**src/rtl/frame_stream_decoder.sv**
```systemverilog
`default_nettype none
// ============================================================================
// Module   : frame_stream_decoder
// Brief    : Receive-side decoder for the RGB565 pixel stream sent to the
//            display controller. Recovers bar levels, health, mode and a
//            sprite-area signature, publishing them once per complete frame.
// Revision : 1.0 - initial release
// ============================================================================
module frame_stream_decoder #(
    parameter int H_PIX = 220,
    parameter int V_PIX = 176,
    parameter int CELL  = 11,
    parameter int SAMP  = 5
) (
    input  logic        clk_input_data,
    input  logic        rst,
    input  logic [15:0] pixel_in,
    input  logic        frame_done,
    output logic [2:0]  hambre_o,
    output logic [2:0]  energia_o,
    output logic [2:0]  diversion_o,
    output logic        salud_o,
    output logic        modo_o,
    output logic [15:0] sprite_sig,
    output logic        frame_valid,
    output logic        format_err,
    output logic        frame_err
);

    localparam logic [15:0] K_LAST   = 16'(H_PIX * V_PIX - 1);
    localparam logic [7:0]  SUB_LAST = 8'(CELL - 1);
    localparam logic [7:0]  SUB_SAMP = 8'(SAMP);
    localparam logic [4:0]  CX_LAST  = 5'(H_PIX / CELL - 1);
    localparam logic [3:0]  CY_LAST  = 4'(V_PIX / CELL - 1);

    localparam logic [15:0] C_WHITE  = 16'hFFFF;
    localparam logic [15:0] C_HUNGER = 16'hFB20;
    localparam logic [15:0] C_ENERGY = 16'h07E0;
    localparam logic [15:0] C_FUN    = 16'hFFE0;
    localparam logic [15:0] C_HEALTH = 16'hF800;
    localparam logic [15:0] C_MODE   = 16'h001F;

    typedef enum logic [1:0] {
        S_SYNC    = 2'd0,
        S_SKIP    = 2'd1,
        S_CAPTURE = 2'd2
    } state_t;

    state_t          state_q;
    logic [15:0]     k_q;
    logic [7:0]      subcol_q;
    logic [7:0]      subrow_q;
    logic [4:0]      cx_q;
    logic [3:0]      cy_q;

    // Shadow state accumulated over the frame being captured
    logic [15:0]     sig_q,   sig_d;
    logic [2:0][3:0] lit_q,   lit_d;     // [bar][band], band 0 is the bottom band
    logic            salud_q, salud_d;
    logic            modo_q,  modo_d;
    logic            err_q,   err_d;

    logic [2:0][2:0] lvl_d;
    logic            thermo_bad_d;
    logic            w_at_samp;
    logic            w_in_sprite;
    logic [1:0]      w_band;

    function automatic logic [15:0] bar_lit(input int b);
        case (b)
            0:       bar_lit = C_HUNGER;
            1:       bar_lit = C_ENERGY;
            default: bar_lit = C_FUN;
        endcase
    endfunction

    // Fold the current pixel into the shadow state and derive frame results
    always_comb begin
        w_at_samp    = (subcol_q == SUB_SAMP) && (subrow_q == SUB_SAMP);
        w_in_sprite  = (cx_q >= 5'd1) && (cx_q <= 5'd13) && (cy_q >= 4'd2) && (cy_q <= 4'd14);
        // Sample rows 14/10/6/2 map to bands 0/1/2/3
        w_band       = 2'd3 - cy_q[3:2];
        sig_d        = sig_q;
        lit_d        = lit_q;
        salud_d      = salud_q;
        modo_d       = modo_q;
        err_d        = err_q;
        thermo_bad_d = 1'b0;

        if (w_in_sprite) begin
            sig_d = {sig_q[14:0], sig_q[15]} ^ pixel_in;
        end

        if (w_at_samp) begin
            if (cy_q[1:0] == 2'd2) begin
                for (int b = 0; b < 3; b++) begin
                    if (cx_q == 5'(17 + b)) begin
                        if (pixel_in == bar_lit(b)) begin
                            lit_d[b][w_band] = 1'b1;
                        end else if (pixel_in != C_WHITE) begin
                            err_d = 1'b1;
                        end
                    end
                end
            end
            if (cx_q == 5'd16 && cy_q == 4'd2) begin
                if (pixel_in == C_HEALTH)     salud_d = 1'b1;
                else if (pixel_in == C_WHITE) salud_d = 1'b0;
                else                          err_d   = 1'b1;
            end
            if (cx_q == 5'd7 && cy_q == 4'd0) begin
                if (pixel_in == C_MODE)       modo_d = 1'b1;
                else if (pixel_in == C_WHITE) modo_d = 1'b0;
                else                          err_d  = 1'b1;
            end
        end

        // Level is the lit-band count; a lit band above an unlit one is malformed
        for (int b = 0; b < 3; b++) begin
            lvl_d[b] = {2'b00, lit_d[b][0]} + {2'b00, lit_d[b][1]}
                     + {2'b00, lit_d[b][2]} + {2'b00, lit_d[b][3]};
            for (int j = 0; j < 3; j++) begin
                if (lit_d[b][j + 1] && !lit_d[b][j]) begin
                    thermo_bad_d = 1'b1;
                end
            end
        end
    end

    // Frame sync/capture state machine with registered outputs
    always_ff @(posedge clk_input_data or posedge rst) begin
        if (rst) begin
            state_q     <= S_SYNC;
            k_q         <= 16'd0;
            subcol_q    <= 8'd0;
            subrow_q    <= 8'd0;
            cx_q        <= 5'd0;
            cy_q        <= 4'd0;
            sig_q       <= 16'd0;
            lit_q       <= '0;
            salud_q     <= 1'b0;
            modo_q      <= 1'b0;
            err_q       <= 1'b0;
            hambre_o    <= 3'd0;
            energia_o   <= 3'd0;
            diversion_o <= 3'd0;
            salud_o     <= 1'b0;
            modo_o      <= 1'b0;
            sprite_sig  <= 16'd0;
            frame_valid <= 1'b0;
            format_err  <= 1'b0;
            frame_err   <= 1'b0;
        end else begin
            frame_valid <= 1'b0;
            frame_err   <= 1'b0;
            case (state_q)
                S_SYNC: begin
                    if (frame_done) state_q <= S_SKIP;
                end
                S_SKIP: begin
                    k_q      <= 16'd0;
                    subcol_q <= 8'd0;
                    subrow_q <= 8'd0;
                    cx_q     <= 5'd0;
                    cy_q     <= 4'd0;
                    sig_q    <= 16'd0;
                    lit_q    <= '0;
                    salud_q  <= 1'b0;
                    modo_q   <= 1'b0;
                    err_q    <= 1'b0;
                    state_q  <= S_CAPTURE;
                end
                S_CAPTURE: begin
                    if (k_q == K_LAST) begin
                        // Last pixel: publish including this pixel's contribution
                        hambre_o    <= lvl_d[0];
                        energia_o   <= lvl_d[1];
                        diversion_o <= lvl_d[2];
                        salud_o     <= salud_d;
                        modo_o      <= modo_d;
                        sprite_sig  <= sig_d;
                        format_err  <= err_d | thermo_bad_d;
                        frame_valid <= 1'b1;
                        state_q     <= S_SYNC;
                    end else if (frame_done) begin
                        // Early marker: abandon this frame and treat it as the next start
                        frame_err <= 1'b1;
                        state_q   <= S_SKIP;
                    end else begin
                        sig_q   <= sig_d;
                        lit_q   <= lit_d;
                        salud_q <= salud_d;
                        modo_q  <= modo_d;
                        err_q   <= err_d;
                        k_q     <= k_q + 16'd1;
                        if (subcol_q == SUB_LAST) begin
                            subcol_q <= 8'd0;
                            if (cx_q == CX_LAST) begin
                                cx_q <= 5'd0;
                                if (subrow_q == SUB_LAST) begin
                                    subrow_q <= 8'd0;
                                    cy_q     <= (cy_q == CY_LAST) ? 4'd0 : cy_q + 4'd1;
                                end else begin
                                    subrow_q <= subrow_q + 8'd1;
                                end
                            end else begin
                                cx_q <= cx_q + 5'd1;
                            end
                        end else begin
                            subcol_q <= subcol_q + 8'd1;
                        end
                    end
                end
                default: state_q <= S_SYNC;
            endcase
        end
    end

endmodule
`default_nettype wire

```
**config.mk**
```make
export PLATFORM = sky130hd
export DESIGN_NAME = frame_stream_decoder
export DESIGN_NICKNAME = d
export VERILOG_FILES = /design/src/rtl/frame_stream_decoder.sv
export SDC_FILE = /design/constraint.sdc
export NUM_CORES = 1
export LEC_CHECK = 0
export ABC_CLOCK_PERIOD_IN_PS = 10500
export BUFFER_PORTS_ARGS = -buffer_cell sky130_fd_sc_hd__clkbuf_2
export CAP_MARGIN = 30
export CORE_ASPECT_RATIO = 1.75
export CORE_MARGIN = 5
export CORE_UTILIZATION = 64
export DETAILED_ROUTE_END_ITERATION = 6
export PLACE_DENSITY_LB_ADDON = 0.1
export RECOVER_POWER = 50
export SLEW_MARGIN = 20
export SYNTH_ARGS = -nofsm -noshare
export SYNTH_HDL_FRONTEND = slang
export SYNTH_SLANG_ARGS = --single-unit
```
**constraint.sdc**
```tcl
create_clock -name clk_input_data -period 10.5 [get_ports clk_input_data]
set_input_delay 2.625 -clock clk_input_data [delete_from_list [all_inputs] [get_ports clk_input_data]]
set_output_delay 2.625 -clock clk_input_data [all_outputs]
set_load 0.02 [all_outputs]
```
==> results.yml <==
critical_path:
  r2r_start: "k_q[0]$_DFFE_PP0P_"
  cp_data_required_time_ns: 10.26
  r2r_slack_ns: 6.69
  worst_setup_path_end_kind: "asynchronous set/reset pin"
  regToRegEndpoint: "modo_o$_DFFE_PP0P_"
  critical_path.max_fanout: 59
  cp-start-kind: "input pin"
  crit_start: "rst"
  cp.arrival_ns: 6.47
  worstSetupPathType: "input pin to asynchronous set/reset pin"
  ff2ff_path_depth: 7
timing:
  maxSlewViolCount: 141
  rsz0062_at_grt: "false"
  fin_skew_ns: 0.00858
  min_period_ns: 6.70
  fin_crit_sh: 0.639
  setup_tns_ns: 0
  relSlewSlack: -1.08
  setup_viol: 0
  fmax_mhz: 149
  hold_viol: 0
  worst_slew_pin_slew_ns: 3.12
detailed_routing:
  m1WireLength_mm: 4.91
  avgRoutedWirePerCell_um: 15.6
  wl_met3_um: 474
  first_pass_iters: 5
  dr_wl_met2_mm: 6.42
  vias_per_cell: 5.77
  drtAntennaViolNets: 0
  vias: 4474
  drcViolationCount: 0
  dr.first_iter.drc_count: 236
  wl_mm: 12.1
  top_layer: "met4"
power_and_ir_drop:
  power.density_nw_per_um2: 134
  vdd_ir_drop_max_uv: 104
  p_leak_nw: 2.87
worst_hold_path:
  hold_path_depth: 2
  hold_class: "flip-flop to flip-flop"
  whs_endpoint: "energia_o[0]$_DFFE_PP0P_"
  min_from: "energia_o[0]$_DFFE_PP0P_"
cts:
  h-tree-depth: 3
  root_buffer: "clkbuf_16"
  ctsHoldBuffers: 0
  cts_tree: "yes"
  post-cts-setup-buffer-count: 0
  cts.reportedPaths.clkPinSlew_ns: 0.07
  cts-resized-gates: 0
  clkLatencyLatePin_ns: 0.35
  cts_buffer_depth: 2
  cts_inserted_buffers: 9
  cts_sinks: 104
synthesis:
  syn-cell-area_um2: 5560
  synth-edff-count: 0
  synth_nets: 656
  yosys_most_used_dff: "dfrtp_1"
  ys_async_sr_fraction: 1.00
  synth_cells: 612
  ys_seq_area_frac: 0.468
  synth_cell_type_count: 56
  ys_ff_latch: 104
  syn_area_per_cell_um2: 9.09
  ys_warn_count: 0
placed_design:
  port_buffers: 48
  dpl.cell_count: 758
  place_congestion: 0.880
  dp_hpwl_mm: 8.72
grt:
  antenna_found_initial: 0
  grt_max_degree: 70
  grt_pass1_wl_mm: 21.0
  overflow: 0
  track_usage: 0.245
  grt_pass1_vias: 4515
floorplan:
  core-area_um2: 8610
  die_w_um: 80.5
  die-area_um2: 10700
  start_util: 0.645
  num_rows: 45
  boundaryPins: 49
  die_h_um: 133
status:
  status: "finished with violations"
  violations: "max-capacitance violations, max-slew violations"
finish:
  final_util: 0.717
  fin_cells: 776
  final_net_count: 698
  synthToLayoutAreaGrowth_pct: 11.1
  n_antenna_cell: 0
  drive_gt1_frac: 0.127
job:
  drv_cap: 3
==> flip-flops by register name, summed over array words and instances, names as in the netlist, 2 cells and up <==
register / flops
k_q: 16
sig_q: 16
sprite_sig: 16
lit_q: 12
subcol_q: 8
subrow_q: 8
cx_q: 5
cy_q: 4
diversion_o: 3
energia_o: 3
hambre_o: 3
state_q: 2
==> logic make-up (layout without fill, tap and decap cells) <==
family | Yosys count | count (layout) | synth area share
AOI/OAI and AO/OA | 135 | 135 | 0.143
adders and majority gates | 25 | 25 | 0.0603
and+or+nand+nor | 259 | 259 | 0.232
DFF | 104 | 104 | 0.468
muxes | 4 | 4 | 0.00765
buffers and inverters | 52 | 99 | 0.0376
xor gates and xnor gates | 33 | 33 | 0.0520
==> power breakdown <==
part / switching (mW) / internal [mW] / total (mW)
Sequential: 0.0131 / 0.411 / 0.424
Clock: 0.147 / 0.162 / 0.309
Combinational: 0.0624 / 0.0295 / 0.0920
==> worst max path at each step <==
stage                     slack [ns]  cells past startpoint                          to
after floorplan                 5.14                      1         cx_q[0]$_DFFE_PP0P_
after global placement          4.96                     12  diversion_o[1]$_DFFE_PP0P_
after detailed placement        4.82                     12  diversion_o[1]$_DFFE_PP0P_
after CTS                       5.17                     12  diversion_o[1]$_DFFE_PP0P_
after global routing            2.76                      4        lit_q[4]$_DFFE_PP0P_
final                           3.80                      4        lit_q[3]$_DFFE_PP0P_
==> layout make-up <==
class                           count  area (um2)
Fill cell                         687        2440
Tap cell                          117         146
Clock inverter                      6        46.3
Inverter                           28         111
Sequential cell                   104        2600
Clock buffer                       10         229
Timing Repair Buffer               55         288
Multi-Input combinational cell    456        2750
==> synthesized netlist by cell type, drive strengths merged (3+ instances only) <==
cell type	n	area share
nand4	9	0.010
nor3	9	0.0081
nor2b	5	0.0056
nand2b	9	0.010
nor2	58	0.039
xnor2	22	0.035
or3	5	0.0056
nand4b	3	0.0047
ha	22	0.050
a21oi	20	0.019
inv	27	0.018
o31ai	5	0.0068
nand3	29	0.027
o21ai	85	0.077
clkbuf	18	0.012
fa	3	0.011
and3	13	0.015
buf	6	0.0056
dfrtp	104	0.47
nor4bb	4	0.0072
xor2	11	0.017
a21o	5	0.0072
nor4	7	0.013
a31oi	6	0.0068
nand2	97	0.066
==> through the flow <==
step / setup WS (ns) / power, mW / hold slack [ns] / area [um2]
2_1_floorplan: 5.14 / 0.493 / 0.447 / 5560
3_3_place_gp: 4.96 / 0.521 / 0.457 / 5900
3_5_place_dp: 4.82 / 0.526 / 0.466 / 5910
4_1_cts: 5.17 / 0.832 / 0.482 / 6190
5_1_grt: 2.76 / 0.863 / 0.514 / 6180
6_report: 3.80 / 0.825 / 0.480 / 6180
==> cells in the final DEF (no fill, tap or decap), drive strengths merged, types with 3 or more instances in the layout <==
cell      synthesis  layout
a21o              5       5
a21oi            20      20
a31oi             6       6
and3             13      13
buf               6       3
clkbuf           18      62
clkinv            1       5
clkinvlp          0       3
dfrtp           104     104
fa                3       3
ha               22      22
inv              27      26
nand2            97      97
nand2b            9       9
nand3            29      29
nand4             9       9
nand4b            3       3
nor2             58      58
nor2b             5       5
nor3              9       9
nor4              7       7
nor4bb            4       4
o21ai            85      85
o31ai             5       5
or3               5       5
xnor2            22      22
xor2             11      11
==> worst max-delay path, stage by stage <==
cell and delay, ns:
clkbuf_2 0.09, clkinvlp_2 0.93, clkbuf_1 0.51, clkbuf_1 2.24
==> routing by layer <==
| metal | vias to the layer above | track usage |
|---|---|---|
| met5 | - | 0 |
| met4 | 0 | 0.0987 |
| met3 | 27 | 0.0338 |
| met2 | 124 | 0.425 |
| met1 | 2122 | 0.304 |
| li1 | 2201 | - |
Note: power is estimated with default switching activity, not from simulation.
